[src/rtl/pd_freq_sweep_ctrl.sv]
// rtl/pd_freq_sweep_ctrl.sv - PhaseDetector LO sweep sequencer: steps pinc, scores |I|+|Q|, parks on best step.
// Optional per-step trace outputs are built when PD_SWEEP_TRACE_EN is defined.
module pd_freq_sweep_ctrl #(
  parameter int AVG_LOG2   = 4,
  parameter int RST_CYCLES = 8
) (
  input  logic        clk_in,
  input  logic        rst_n_in,
  input  logic        start_in,
  input  logic        abort_in,
  input  logic [31:0] f_start_in,
  input  logic [31:0] f_step_in,
  input  logic [15:0] n_steps_in,
  input  logic [23:0] settle_in,
  input  logic [31:0] I_in,
  input  logic [31:0] Q_in,
  output logic [31:0] pinc_out,
  output logic        pd_on_out,
  output logic        pd_rst_out,
  output logic        busy_out,
  output logic        done_out,
  output logic        locked_out,
  output logic [31:0] best_pinc_out,
  output logic [32:0] best_mag_out
`ifdef PD_SWEEP_TRACE_EN
  ,
  output logic        trace_valid_out,
  output logic [15:0] trace_idx_out,
  output logic [32:0] trace_mag_out
`endif
);

  localparam int          ACC_W    = 33 + AVG_LOG2;
  localparam logic [23:0] RST_LAST = 24'(RST_CYCLES - 1);
  localparam logic [23:0] ACC_LAST = 24'((1 << AVG_LOG2) - 1);

  typedef enum logic [2:0] {
    S_IDLE, S_RESET, S_SETTLE, S_ACCUM, S_COMPARE, S_FINAL, S_HOLD
  } state_t;

  state_t             state_q, state_d;
  logic [23:0]        cnt_q, cnt_d;
  logic [15:0]        idx_q, idx_d;
  logic [15:0]        last_idx_q, last_idx_d;
  logic [31:0]        f_step_q, f_step_d;
  logic [23:0]        settle_q, settle_d;
  logic [ACC_W-1:0]   acc_q, acc_d;
  logic [31:0]        pinc_q, pinc_d;
  logic [31:0]        best_pinc_q, best_pinc_d;
  logic [32:0]        best_mag_q, best_mag_d;
  logic               pd_on_q, pd_on_d;
  logic               pd_rst_q, pd_rst_d;
  logic               busy_q, busy_d;
  logic               done_q, done_d;
  logic               locked_q, locked_d;
`ifdef PD_SWEEP_TRACE_EN
  logic               trace_valid_q, trace_valid_d;
  logic [15:0]        trace_idx_q, trace_idx_d;
  logic [32:0]        trace_mag_q, trace_mag_d;
`endif

  // Magnitudes are formed in 33 bits so |-2^31| = 2^31 cannot overflow.
  logic [32:0] abs_i, abs_q, sample_mag, avg;
  assign abs_i      = I_in[31] ? (33'd0 - {1'b1, I_in}) : {1'b0, I_in};
  assign abs_q      = Q_in[31] ? (33'd0 - {1'b1, Q_in}) : {1'b0, Q_in};
  assign sample_mag = abs_i + abs_q;
  assign avg        = acc_q[AVG_LOG2 +: 33];

  always_comb begin
    state_d     = state_q;
    cnt_d       = cnt_q;
    idx_d       = idx_q;
    last_idx_d  = last_idx_q;
    f_step_d    = f_step_q;
    settle_d    = settle_q;
    acc_d       = acc_q;
    pinc_d      = pinc_q;
    best_pinc_d = best_pinc_q;
    best_mag_d  = best_mag_q;
    done_d      = 1'b0;
`ifdef PD_SWEEP_TRACE_EN
    trace_valid_d = 1'b0;
    trace_idx_d   = trace_idx_q;
    trace_mag_d   = trace_mag_q;
`endif
    case (state_q)
      S_IDLE, S_HOLD: begin
        if (start_in && !abort_in) begin
          state_d     = S_RESET;
          cnt_d       = 24'd0;
          idx_d       = 16'd0;
          last_idx_d  = (n_steps_in == 16'd0) ? 16'd0 : n_steps_in - 16'd1;
          f_step_d    = f_step_in;
          settle_d    = settle_in;
          acc_d       = '0;
          pinc_d      = f_start_in;
          best_pinc_d = f_start_in;
          best_mag_d  = 33'd0;
        end
      end
      S_RESET: begin
        cnt_d = cnt_q + 24'd1;
        if (cnt_q == RST_LAST) begin
          state_d = (settle_q == 24'd0) ? S_ACCUM : S_SETTLE;
          cnt_d   = 24'd0;
        end
      end
      S_SETTLE: begin
        cnt_d = cnt_q + 24'd1;
        if (cnt_q == settle_q - 24'd1) begin
          state_d = S_ACCUM;
          cnt_d   = 24'd0;
        end
      end
      S_ACCUM: begin
        acc_d = acc_q + ACC_W'(sample_mag);
        cnt_d = cnt_q + 24'd1;
        if (cnt_q == ACC_LAST) begin
          state_d = S_COMPARE;
          cnt_d   = 24'd0;
        end
      end
      S_COMPARE: begin
        // Strict compare so a tie keeps the earlier step.
        if (avg > best_mag_q) begin
          best_mag_d  = avg;
          best_pinc_d = pinc_q;
        end
        acc_d = '0;
`ifdef PD_SWEEP_TRACE_EN
        trace_valid_d = 1'b1;
        trace_idx_d   = idx_q;
        trace_mag_d   = avg;
`endif
        if (idx_q == last_idx_q) begin
          state_d = S_FINAL;
          pinc_d  = best_pinc_d;
        end else begin
          idx_d   = idx_q + 16'd1;
          pinc_d  = pinc_q + f_step_q;
          state_d = (settle_q == 24'd0) ? S_ACCUM : S_SETTLE;
        end
      end
      S_FINAL: begin
        cnt_d = cnt_q + 24'd1;
        if (cnt_q == settle_q) begin
          state_d = S_HOLD;
          done_d  = 1'b1;
        end
      end
      default: state_d = S_IDLE;
    endcase

    if (abort_in && state_q != S_IDLE) begin
      state_d     = S_IDLE;
      pinc_d      = pinc_q;
      best_pinc_d = best_pinc_q;
      best_mag_d  = best_mag_q;
      done_d      = 1'b0;
`ifdef PD_SWEEP_TRACE_EN
      trace_valid_d = 1'b0;
      trace_idx_d   = trace_idx_q;
      trace_mag_d   = trace_mag_q;
`endif
    end

    pd_rst_d = (state_d == S_RESET);
    pd_on_d  = (state_d != S_IDLE);
    busy_d   = (state_d != S_IDLE) && (state_d != S_HOLD);
    locked_d = (state_d == S_HOLD);
  end

  always_ff @(posedge clk_in) begin
    if (!rst_n_in) begin
      state_q     <= S_IDLE;
      cnt_q       <= 24'd0;
      idx_q       <= 16'd0;
      last_idx_q  <= 16'd0;
      f_step_q    <= 32'd0;
      settle_q    <= 24'd0;
      acc_q       <= '0;
      pinc_q      <= 32'd0;
      best_pinc_q <= 32'd0;
      best_mag_q  <= 33'd0;
      pd_on_q     <= 1'b0;
      pd_rst_q    <= 1'b0;
      busy_q      <= 1'b0;
      done_q      <= 1'b0;
      locked_q    <= 1'b0;
`ifdef PD_SWEEP_TRACE_EN
      trace_valid_q <= 1'b0;
      trace_idx_q   <= 16'd0;
      trace_mag_q   <= 33'd0;
`endif
    end else begin
      state_q     <= state_d;
      cnt_q       <= cnt_d;
      idx_q       <= idx_d;
      last_idx_q  <= last_idx_d;
      f_step_q    <= f_step_d;
      settle_q    <= settle_d;
      acc_q       <= acc_d;
      pinc_q      <= pinc_d;
      best_pinc_q <= best_pinc_d;
      best_mag_q  <= best_mag_d;
      pd_on_q     <= pd_on_d;
      pd_rst_q    <= pd_rst_d;
      busy_q      <= busy_d;
      done_q      <= done_d;
      locked_q    <= locked_d;
`ifdef PD_SWEEP_TRACE_EN
      trace_valid_q <= trace_valid_d;
      trace_idx_q   <= trace_idx_d;
      trace_mag_q   <= trace_mag_d;
`endif
    end
  end

  assign pinc_out      = pinc_q;
  assign pd_on_out     = pd_on_q;
  assign pd_rst_out    = pd_rst_q;
  assign busy_out      = busy_q;
  assign done_out      = done_q;
  assign locked_out    = locked_q;
  assign best_pinc_out = best_pinc_q;
  assign best_mag_out  = best_mag_q;
`ifdef PD_SWEEP_TRACE_EN
  assign trace_valid_out = trace_valid_q;
  assign trace_idx_out   = trace_idx_q;
  assign trace_mag_out   = trace_mag_q;
`endif

endmodule

[config.mk]
export PLATFORM = sky130hd
export DESIGN_NAME = pd_freq_sweep_ctrl
export DESIGN_NICKNAME = d
export VERILOG_FILES = /design/src/rtl/pd_freq_sweep_ctrl.sv
export SDC_FILE = /design/constraint.sdc
export NUM_CORES = 1
export LEC_CHECK = 0
export ABC_AREA = 1
export CAP_MARGIN = 20
export CORE_AREA = 10 10 292 154
export CTS_BUF_LIST = sky130_fd_sc_hd__clkbuf_8
export DETAILED_ROUTE_END_ITERATION = 7
export DIE_AREA = 0 0 302 164
export GPL_TIMING_DRIVEN = 1
export HOLD_SLACK_MARGIN = 0.12
export PLACE_DENSITY = 0.79
export SLEW_MARGIN = 20
export SYNTH_ARGS = -nofsm -noshare
export SYNTH_HDL_FRONTEND = slang
export SYNTH_SLANG_ARGS = --single-unit
[constraint.sdc]
create_clock -name clk_in -period 6.2 [get_ports clk_in]
set_input_delay 1.86 -clock clk_in [delete_from_list [all_inputs] [get_ports clk_in]]
set_output_delay 1.86 -clock clk_in [all_outputs]
set_load 0.05 [all_outputs]
==> results_dict.tcl, run 1 <==
set metrics [dict create \
    outcome "completed" \
    fin_crit_sh_pct 97.8 \
    post_drt_wl_per_cell_microns 18.3 \
    synth_mux_area_share_pct 0 \
    die_x_microns 302 \
    cts_buffers 39 \
    ys_warn_count 0 \
    top_layer "met4" \
    drive_above_1_share_pct 17.2 \
    async_reset_ff_share_pct 0 \
    cpMaxStageDelayCell "clkdlybuf4s50_1" \
    synth_top_family_by_area "simple AND/OR/NAND/NOR gates" \
    drtPass1Iterations 6 \
    synth_edf_count 0 \
    maxSlewHeadroom_pct 34.9 \
    power_density_nw_per_um2 383 \
    cp-start-kind "input port" \
    ys_dominant_reg_cell "dfxtp_1" \
    place_hpwl_microns 60500 \
    portBuffers 273 \
    clkSlewWorstSetupHoldPaths_ns 0.07 \
    via_per_inst 5.53 \
    nets 4070 \
    synth_compound_area_share_pct 17.9 \
    layout.cells.non_filler 4322 \
    setup_viol 0 \
    path_class "input port to register" \
    wl_met3_microns 10500 \
    peakVddDrop_mv 0.396 \
    clock_latency_ns 0.59 \
    yosys.area_share.simple_pct 31.5 \
    p_total_w 0.0106 \
    die_area_sq_um 49500 \
    ys_top_cells_by_area "dfxtp_1, nand2_1, ha_1" \
    yosys.area.top_type "dfxtp_1" \
    track_usage_pct 29.8 \
    hp-class "register to register" \
    final_antenna_net_count 0 \
    tritoncts "yes" \
    worstPathMaxFanout 5 \
    vias 23893 \
    antenna_cells 0 \
    drtIter0Drc 2964 \
    worstSetupEndpointType "register" \
    placedCellCount 4228 \
    syn_to_final_growth_pct 35.9 \
    hold_buffers 0 \
    met1Wirelength_microns 36400 \
    routabilityCongestion 1.02 \
    wl_met2_microns 30500 \
    num_rows 52 \
    grt_pass1_wl_microns 119000 \
    synth_nets 3535 \
    grt_max_degree 77 \
    synth_xor_area_share_pct 7.81 \
    yosysTopAreaCellShare_pct 24.9 \
    cap_viol_max_count 0 \
    root_buffer "clkbuf_8" \
    postSynthCellCount 3220 \
    tightest_slew_ns 0.968 \
    clock_skew_ns 0.0360 \
    ios 274 \
    yosys.cell_types.count 52 \
    grt_pass1_vias 21246 \
    hold_ws_ns 0.469 \
    syn_area_per_cell_sq_um 6.34 \
    clock.fmax_mhz 165 \
    drc 0 \
    finalHoldViolations 0 \
    htree_levels 2 \
    synthAdderAreaFrac_pct 8.88 \
    clock-sinks 254 \
    grt_overflow_total 0 \
    critPathRequiredTime_ns 6.69 \
    critPathMaxStageDelay_ns 0.50 \
    n_fill_cell 3343 \
    antenna_found_initial 0 \
    cpMostUsedCell "nand2_1" \
    clock_tree.buffer_depth 3 \
    die_y_microns 164 \
    core_area_sq_um 39800 \
    start_util_pct 51.3 \
    final_max_slew_viol_count 0 \
    netlist_area_sq_um 20400 \
    power_leakage_nw 12.6 \
    postRouteWirelength_microns 79000 \
    crit_arrival_ns 6.56 \
    min_period_ns 6.06 \
    ys_seq_area_share_pct 24.9 \
    synth_seq_cells 254 \
]
sequential cells by signal (all words and copies together) (netlist names), 3 cells and up:
name / flops
acc_q: 37
settle_q: 24
best_pinc_out: 32
f_step_q: 32
cnt_q: 24
idx_q: 16
pinc_out: 32
state_q: 3
last_idx_q: 16
best_mag_out: 33
per-stage QoR:
stage / utilization [%] / setup TNS (ns) / area, sq um / setup WS, ns
global route: 69.7 / -0.889 / 27700 / -0.162
CTS: 67.4 / -0.00133 / 26800 / -0.00133
global placement: 64.3 / -12.57 / 25600 / -0.706
detailed placement: 64.3 / -18.01 / 25600 / -0.982
finish: 69.7 / 0 / 27700 / 0.137
floorplan: - / 0 / 20400 / 0.269
cell families after synthesis:
| logic type | after synthesis |
|---|---|
| compound gates | 688 |
| xor+xnor | 182 |
| simple gates | 1482 |
| fa+ha+maj | 143 |
| buf+inv | 471 |
| flops | 254 |
final timing paths:
kind	from	to	slack, ns	cells after the start
setup / recovery	I_in[8]	acc_q[29]	0.14	28
setup reg to reg	best_mag_out[8]	best_pinc_out[1]	2.04	13
hold reg to reg	acc_q[3]	acc_q[3]	0.47	2
hold / removal	acc_q[3]	acc_q[3]	0.47	2
cell usage after synthesis, drive strengths merged (3+ instances only):
| cell type | number |
|---|---|
| o21bai | 11 |
| xor2 | 119 |
| ha | 140 |
| o211ai | 5 |
| nand3b | 11 |
| o21ai | 263 |
| nand2 | 675 |
| o31ai | 8 |
| nor4 | 19 |
| fa | 3 |
| or2 | 37 |
| nand3 | 220 |
| buf | 31 |
| nor2 | 419 |
| a21o | 12 |
| nand4 | 45 |
| xnor2 | 63 |
| o21a | 12 |
| clkbuf | 72 |
| a21oi | 340 |
| dfxtp | 254 |
| nor3 | 49 |
| a31oi | 18 |
| a21boi | 12 |
| inv | 368 |
timing repair:
action / CTS / global route
pin swaps: 29 / 105
gates cloned: 0 / 0
endpoints found under the setup margin: 18 / 22
gates resized for setup: 71 / 199
buffers inserted: 10 / 16
critical path, delay by kind of cell:
kind / cells / cell delay [ns]
buffers and inverters: 4 / 0.84
XOR/XNOR: 2 / 0.26
AO/OA/AOI/OAI: 6 / 0.84
adder cells (fa/ha/maj): 2 / 0.67
AND/OR/NAND/NOR: 14 / 2.08
layer usage:
| metal | up-vias | track usage, % |
|---|---|---|
| met2 | 1261 | 39.3 |
| met1 | 10843 | 45.0 |
| li1 | 11687 | - |
| met3 | 102 | 10.2 |
| met4 | 0 | 6.10 |
| met5 | - | 0 |
final cells by class:
cell class	count	area, sq um	share of cell area, %
timing repair buffer	597	5250	18.9
clock inverter	18	175	0.631
multi-input combinational	2495	14500	52.2
clock buffer	50	688	2.48
sequential	254	5080	18.3
inverter	368	1380	4.98
tap	540	676	2.44
power breakdown:
part / internal [W] / switching (W)
Combinational: 0.00227 / 0.00422
Sequential: 0.00206 / 0.000441
Clock: 0.000888 / 0.000736
layout by cell type (no fill, tap or decap), types with 13 or more instances in the layout:
master,count
nand4_1,45
o21ai_1,40
a21oi_1,301
nand3_1,203
nand2_2,38
nor2_1,378
or2_2,30
nor2_2,27
a21oi_2,33
nor2_4,13
o21ai_0,215
ha_1,126
nor3_1,33
xor2_1,113
xnor2_1,60
inv_1,351
buf_4,313
inv_2,28
nor4_1,15
nand2_1,630
clkdlybuf4s50_1,262
dfxtp_1,254
clkbuf_8,50
Power figures use the tool's default switching activity.
==> inputs of run 2 (changes only) <==
Settings changed: CORE_AREA 10 10 292 154 to 2 2 284 146, CTS_CLUSTER_SIZE set to 8, DIE_AREA 0 0 302 164 to 0 0 286 148.
==> results_dict.tcl, run 2 (synthesized netlist as in run 1, its figures left out) <==
set metrics [dict create \
    outcome "completed" \
    cts_buffers 40 \
    postRouteWirelength_microns 77700 \
    finalHoldViolations 0 \
    multi_input_area_sq_um 14100 \
    seq_area_sq_um 5080 \
    n_fill_cell 3540 \
    power_density_nw_per_um2 381 \
    tritoncts "yes" \
    nets 4062 \
    power_leakage_nw 12.4 \
    path_class "input port to register" \
    largest_reg_flops 37 \
    place_hpwl_microns 59500 \
    post-route-util_pct 68.0 \
    layout_common_cells "nand2_1, nor2_1, inv_1" \
    clock-sinks 254 \
    post_drt_wl_per_cell_microns 18.0 \
    clock_tree.buffer_depth 3 \
    clock_latency_ns 0.58 \
    peakVddDrop_mv 0.329 \
    r2r-end "best_pinc_out[1]" \
    die_area_sq_um 42300 \
    worstPathMaxFanout 4 \
    clock.fmax_mhz 163 \
    num_rows 52 \
    endpoint "acc_q[36]" \
    start_util_pct 51.3 \
    critPathMaxStageDelay_ns 0.35 \
    root_buffer "clkbuf_8" \
    cp-startpoint "Q_in[1]" \
    grt_max_degree 89 \
    min_period_ns 6.12 \
    crit_arrival_ns 6.59 \
    path_buf_inv 6 \
    core_area_sq_um 39800 \
    cp-start-kind "input port" \
    final_antenna_net_count 0 \
    cpMaxStageDelayCell "ha_2" \
    worstSetupEndpointType "register" \
    maxSlewHeadroom_pct 37.1 \
    antenna_found_initial 1 \
    cp.depth 32 \
    final_max_slew_viol_count 0 \
    critPathRequiredTime_ns 6.67 \
    syn_to_final_growth_pct 32.6 \
    cap_viol_max_count 0 \
    drive_above_1_share_pct 15.3 \
    ios 274 \
    largest_register "acc_q" \
    fin_crit_sh_pct 98.7 \
    grt_pass1_vias 21192 \
    grt_pass1_wl_microns 118000 \
    rrSetupSlack_ns 1.84 \
    routabilityCongestion 1.03 \
    drc 0 \
    rsz0062_at_grt "yes" \
    die_y_microns 148 \
    setup_viol 0 \
    track_usage_pct 35.1 \
    reg2reg_from "best_mag_out[8]" \
    cpMostUsedCell "nand2_1" \
    tightest_slew_ns 0.936 \
    hp-class "register to register" \
    grt_overflow_total 0 \
    cpLargestDelayFamily "simple AND/OR/NAND/NOR gates" \
    drtIter0Drc 2738 \
    portBuffers 273 \
    clock_skew_ns 0.0231 \
    vias 24069 \
    final_common_cell "nand2_1" \
    clkSlewWorstSetupHoldPaths_ns 0.07 \
    drtPass1Iterations 8 \
    die_x_microns 286 \
    reg2reg_depth 13 \
    htree_levels 2 \
    fin_setup_tns_ns 0 \
    via_per_inst 5.59 \
]
## run 2: area by class of cell
cell class	instances	area share, %
multi-input combinational	2495	51.9
timing repair buffer	588	19.1
sequential	254	18.8
inverter	368	5.11
tap	540	2.50
clock buffer	46	2.34
clock inverter	16	0.254
antenna	1	0.00924
## run 2: power breakdown
group	leakage, nW	internal [W]	switching, W
logic	9.92	0.00222	0.00420
clock network	0.404	0.000667	0.000716
registers	2.08	0.00207	0.000441
total	12.4	0.00495	0.00536
## run 2: what timing repair did
item	4_1_cts	5_1_grt
endpoints found under the setup margin	16	23
hold buffers	0	0
resized for setup	68	110
setup buffers	13	18
pin swaps	39	62
## run 2: how the worst min path moves through the flow
stage,from,to,slack [ns],cells after the start
global placement,acc_q[2],acc_q[2],0.46,2
global route,last_idx_q[7],last_idx_q[7],0.50,2
finish,last_idx_q[12],last_idx_q[12],0.47,2
detailed placement,last_idx_q[12],last_idx_q[12],0.46,2
floorplan,acc_q[2],acc_q[2],0.44,2
CTS,last_idx_q[12],last_idx_q[12],0.47,2
## run 2: per-stage QoR
stage | instances | setup slack, ns | hold WS (ns) | area (sq um) | total power (W)
after floorplan | 3220 | 0.269 | 0.444 | 20400 | 0.00632
after global placement | 4215 | -1.08 | 0.462 | 25500 | 0.00849
after detailed placement | 4215 | -1.12 | 0.464 | 25500 | 0.00854
after CTS | 4289 | 0.00236 | 0.474 | 26600 | 0.0100
after global routing | 4308 | -0.131 | 0.504 | 27100 | 0.0109
final | 4308 | 0.0817 | 0.470 | 27100 | 0.0103
## run 2: worst min-delay path: cells and delay by family (launching register included)
| family | cells | cell delay [ns] |
|---|---|---|
| simple gates | 1 | 0.06 |
| compound gates | 1 | 0.05 |
| flops | 1 | 0.32 |
## run 2: per-layer routing
layer	part of all wire, %	vias to the layer above	GRT usage, %
met5	0	-	0
met4	2.5	0	8.59
met3	14	135	11.7
met2	36	1331	43.4
met1	48	10946	55.5
li1	-	11657	-
